==> config.mk <==
export PLATFORM = sky130hd
export DESIGN_NAME = pc_predict_unit
export DESIGN_NICKNAME = d
export VERILOG_FILES = /design/src/rtl/pc_predict_unit.sv
export SDC_FILE = /design/constraint.sdc
export NUM_CORES = 1
export LEC_CHECK = 0
export BUFFER_PORTS_ARGS = -buffer_cell sky130_fd_sc_hd__buf_2
export CAP_MARGIN = 20
export CELL_PAD_IN_SITES_DETAIL_PLACEMENT = 1
export CELL_PAD_IN_SITES_GLOBAL_PLACEMENT = 2
export CORE_MARGIN = 2
export CORE_UTILIZATION = 44
export CTS_CLUSTER_SIZE = 20
export DETAILED_ROUTE_END_ITERATION = 16
export PLACE_DENSITY_LB_ADDON = 0.08
export SYNTH_ARGS = -nofsm -noshare
export SYNTH_HDL_FRONTEND = slang
export SYNTH_SLANG_ARGS = --single-unit
==> constraint.sdc <==
create_clock -name clk -period 18.9 [get_ports clk]
set_input_delay 0.945 -clock clk [delete_from_list [all_inputs] [get_ports clk]]
set_output_delay 0.945 -clock clk [all_outputs]
set_load 0.02 [all_outputs]
==> src/rtl/pc_predict_unit.sv <==
// Fetch-stage PC selection and next-PC prediction for the pipelined Y86-64 core.
// jXX is predicted taken, call goes to valC, and ret is predicted from a circular return-address stack.
module pc_predict_unit #(
  parameter int unsigned        ADDR_W    = 64,
  parameter int unsigned        RAS_DEPTH = 8,
  parameter bit                 USE_RAS   = 1'b1,
  parameter logic [ADDR_W-1:0]  RESET_PC  = '0
) (
  input  logic                        clk,
  input  logic                        rst_n,
  input  logic                        stall_f,
  input  logic [3:0]                  f_icode,
  input  logic [ADDR_W-1:0]           f_valC,
  input  logic [ADDR_W-1:0]           f_valP,
  input  logic [3:0]                  m_icode,
  input  logic                        m_cnd,
  input  logic [ADDR_W-1:0]           m_valA,
  input  logic [3:0]                  w_icode,
  input  logic [ADDR_W-1:0]           w_valM,
  input  logic [ADDR_W-1:0]           w_pred,
  output logic [ADDR_W-1:0]           f_pc,
  output logic [ADDR_W-1:0]           pred_pc,
  output logic                        ret_mispredict,
  output logic [$clog2(RAS_DEPTH):0]  ras_count,
  output logic                        ras_underflow
);

  localparam int unsigned PTR_W = $clog2(RAS_DEPTH);
  localparam int unsigned CNT_W = PTR_W + 1;

  localparam logic [3:0] ICODE_JXX  = 4'h7;
  localparam logic [3:0] ICODE_CALL = 4'h8;
  localparam logic [3:0] ICODE_RET  = 4'h9;

  logic [ADDR_W-1:0] ras_mem [RAS_DEPTH];
  logic [PTR_W-1:0]  ras_ptr;
  logic [PTR_W-1:0]  ras_ptr_dec;
  logic [ADDR_W-1:0] ras_top;
  logic              ras_empty;
  logic              ras_full;
  logic              is_push;
  logic              is_pop;
  logic              jmp_mis;
  logic [ADDR_W-1:0] pred_next;

  // Redirect detection from M and W
  always_comb begin
    jmp_mis        = (m_icode == ICODE_JXX) && !m_cnd;
    ret_mispredict = (w_icode == ICODE_RET) && (!USE_RAS || (w_valM != w_pred));
  end

  // Fetch address: older jump recovery wins over a ret redirect
  always_comb begin
    f_pc = pred_pc;
    if (jmp_mis) begin
      f_pc = m_valA;
    end else if (ret_mispredict) begin
      f_pc = w_valM;
    end
  end

  // Stack bookkeeping; ras_ptr points at the next free slot, so top is one below it
  always_comb begin
    ras_ptr_dec = ras_ptr - PTR_W'(1);
    ras_top     = ras_mem[ras_ptr_dec];
    ras_empty   = (ras_count == '0);
    ras_full    = (ras_count == CNT_W'(RAS_DEPTH));
    is_push     = !stall_f && (f_icode == ICODE_CALL);
    is_pop      = !stall_f && (f_icode == ICODE_RET);
  end

  // Next prediction from the instruction being fetched now
  always_comb begin
    pred_next = f_valP;
    case (f_icode)
      ICODE_JXX, ICODE_CALL: pred_next = f_valC;
      ICODE_RET: begin
        if (USE_RAS && !ras_empty) begin
          pred_next = ras_top;
        end
      end
      default: pred_next = f_valP;
    endcase
  end

  // Prediction register
  always_ff @(posedge clk or negedge rst_n) begin
    if (!rst_n) begin
      pred_pc <= RESET_PC;
    end else if (!stall_f) begin
      pred_pc <= pred_next;
    end
  end

  // Return-address stack; entries are not reset, only pointer and count are
  always_ff @(posedge clk or negedge rst_n) begin
    if (!rst_n) begin
      ras_ptr       <= '0;
      ras_count     <= '0;
      ras_underflow <= 1'b0;
    end else begin
      if (is_push) begin
        ras_mem[ras_ptr] <= f_valP;
        ras_ptr          <= ras_ptr + PTR_W'(1);
        if (!ras_full) begin
          ras_count <= ras_count + CNT_W'(1);
        end
      end else if (is_pop) begin
        if (ras_empty) begin
          ras_underflow <= 1'b1;
        end else begin
          ras_ptr   <= ras_ptr_dec;
          ras_count <= ras_count - CNT_W'(1);
        end
      end
    end
  end

endmodule

==> metrics.yaml <==
finish:
  sequential_cell_area_um2: 17180
  drive_gt1_share_pct: 49.59
  multi_input_logic_area_um2: 7921
  fin_area_um2: 30610
  layout-area-overhead-vs-synth_pct: 20.31
  nFillCells: 5419
  finalNetCount: 2142
synth:
  dominantRegCellSynth: "edfxtp_1"
  synth_top_cell_area_share_pct: 60.42
  synth.mux.area_fraction_pct: 23.27
  synthMostInstantiatedCell: "edfxtp_1"
  synth-simple-area-share_pct: 1.303
  yosysSeqAreaShare_pct: 67.50
  share_of_flip_flops_with_an_asynchronous_set_or_reset_after_synthesis_pct: 12.33
  synth_top_area_cell: "edfxtp_1"
  synth_enable_flop_cells: 512
  post_synth.cell_area_avg_um2: 19.28
  netlist_area_um2: 25450
  synth-compound-area-share_pct: 3.363
  yosys.area_share.xor_xnor_pct: 2.444
  ys_warn_count: 0
  synth_top_family_by_area: "multiplexers"
  synthAdderAreaFrac_pct: 0.2754
  syn_nets: 1661
  ys_seq_elements: 584
  syn-instance-count: 1320
  synth.top_cells.by_area: "edfxtp_1 (60%), mux4_2 (11%), dfrtp_1 (7.1%), mux2_2 (5.7%), mux2_4 (3.5%)"
  ys_types: 38
  yosys-top-cells-count: "edfxtp_1 (512), mux2_2 (129), mux4_2 (128)"
placement:
  placement.cell_area_um2: 28650
  gp_congestion: 0.8196
  dp_hpwl_mm: 51.77
  buffer_ports.inserted: 469
grt:
  via_count_of_the_first_global_routing_pass: 15855
  grt_pass1_wl_mm: 110.0
  grt_overflow_total: 0
  initial_antenna_violation_count: 12
  grt_start_max_net_pins: 54
  grtUsageTotal_pct: 25.76
clock_tree:
  clock_tree.htree_level_count: 2
  worst_skew_pair_later_pin_latency_ns: 0.61
  clk_pin_slew_ns: 0.06
  hold_buffers: 0
  cts_root_buf: "clkbuf_16"
  postCtsResizedCells: 0
  clock_path_buffers: 3
  numCtsBuffers: 61
  cts.sink_count: 584
  post_cts.repair.setup_buffers: 0
  tritoncts_clock_tree: "built"
sta:
  min_period_over_period_pct: 30.70
  finalMaxSlewViolations: 0
  setup-tns-final_ns: 0
  report.final.hold_viol_count: 0
  timing.fmax_mhz: 172.3
  worst_clock_skew_ns: 0.01037
  setup_viol: 0
  timing.slew.headroom_pct: 29.06
  max_slew.worst_pin.slew_ns: 1.064
  grt_setup_unrepaired: "no"
  finalWorstPathRequiredPeriod_ns: 5.802
floorplan:
  die_width_um: 244.5
  die_area_um2: 59770
  core_um2: 57480
  initial_utilization_pct: 44.27
  ios: 470
  fp-row-count: 88
  die-height_um: 244.5
route:
  drt-wirelength-per-cell_um: 29.34
  wl_mm: 76.86
  drc: 0
  antenna_left: 0
  dr_total_vias: 14734
  firstDrtPassIters: 5
  detail_route.vias_per_cell: 5.624
  number_of_violations_reported_at_the_end_of_detailed_routing_iteration_0: 969
setup_path:
  worstSetupEndpointType: "output port"
  ordered_cell_list_for_the_critical_path: "buf_2, xor2_1, nor4_1, nand4_1, nor4_2, or3b_4, buf_4, mux2_4, buf_2"
  reg2reg_slack_ns: 14.73
  worst_path_most_repeated_cell: "buf_2"
  crit_required_ns: 17.95
  timing.critical_path.slowest_stage_cell: "buf_4"
  crit_fanout: 47
  crit_family: "simple AND/OR/NAND/NOR gates"
  worstPathArrival_ns: 4.86
  cp_slowest_stage_delay_ns: 0.85
  worstSetupStartpointType: "input pin"
  cp.buffers_inverters: 3
  crit_type: "input pin to output port"
status:
  run_status: "complete, no violations"
hold_path:
  hold_path.class: "input pin to asynchronous set/reset pin"
power:
  leakage_nw: 11.53
  power.density_nw_per_um2: 130.0
  max_rail_drop_vdd_v: 0.00009235
job:
  maxCapViolations: 0
-- cell usage in the layout (no fill, tap or decap), types with 5 or more instances in the layout --
cell	count
nor4_1	18
a22oi_1	64
mux2_4	60
xor2_1	65
clkbuf_16	61
clkinv_2	8
buf_2	467
edfxtp_1	512
xnor2_1	5
dfrtp_1	71
mux2_2	129
mux4_2	128
mux2i_1	64
nor2_4	7
o21ai_1	64
nand2_1	6
clkinv_1	8
clkbuf_8	7
clkbuf_1	20
bufinv_16	5
buf_4	29
-- area by class of cell --
cell class                 instances  share of cell area (%)
sequential                       584                   56.12
multi-input combinational        654                   25.88
timing repair buffer             497                   8.436
clock buffer                      88                   5.546
tap                              765                   3.127
clock inverter                    25                  0.8256
inverter                           3                 0.03678
antenna                            4                 0.03270
-- stage by stage --
| stage | utilization, % | total power [W] | std cells | hold WS (ns) | worst slack, ns |
|---|---|---|---|---|---|
| floorplan | - | 0.002445 | 1320 | 0.5909 | 12.14 |
| global placement | 49.80 | 0.002834 | 2502 | 0.4723 | 13.28 |
| detailed placement | 49.85 | 0.002848 | 2503 | 0.4829 | 13.23 |
| CTS | 53.25 | 0.004028 | 2616 | 0.2973 | 13.23 |
| global route | 53.25 | 0.004144 | 2617 | 0.3197 | 13.12 |
| finish | 53.26 | 0.003979 | 2620 | 0.3028 | 13.10 |
-- state kept, by name (all words and copies together), names as in the netlist --
register	cells
ras_underflow	1
pred_pc	64
ras_mem	512
ras_ptr	3
ras_count	4
-- worst reg2reg max path, cell delays in order (launching register included) --
cell and delay (ns):
dfrtp_4 0.89, inv_1 0.25, ha_4 0.25, xor2_4 0.16, buf_4 0.60, buf_4 0.76
mux4_2 0.48, mux2i_1 0.31, o21ai_1 0.09, mux2_2 0.27
-- worst paths after layout --
kind / cells after the start / to / startpoint
min in group clk: 1 / ras_underflow / ras_underflow
worst max-delay path: 9 / f_pc[33] / w_valM[18]
worst max register to register: 9 / pred_pc[14] / ras_ptr[0]
max in group asynchronous: 2 / ras_ptr[0] / rst_n
worst min register to register: 1 / ras_underflow / ras_underflow
worst min-delay path: 1 / pred_pc[46] / rst_n
-- cell families (layout without fill, tap and decap cells) --
family	count (synthesis)	after routing
buf+inv	82	613
simple gates	57	57
flops	584	584
other cells	0	4
fa+ha+maj	5	5
compound gates	136	136
xor+xnor	71	71
mux	385	385
-- report_power, final --
part,switching (W),internal (W),total [W],leakage [nW]
registers,0.0000630,0.00144,0.00151,5.46
clock network,0.000492,0.000689,0.00118,0.949
logic,0.000675,0.000616,0.00129,5.12
total,0.00123,0.00275,0.00398,11.5
-- metal layers --
layer | global-route usage, % | wire (µm)
met1 | 34.36 | 32050
met5 | 0 | 83
met2 | 42.84 | 37680
met4 | 7.604 | 2022
met3 | 5.301 | 5037
Power figures use the tool's default switching activity.
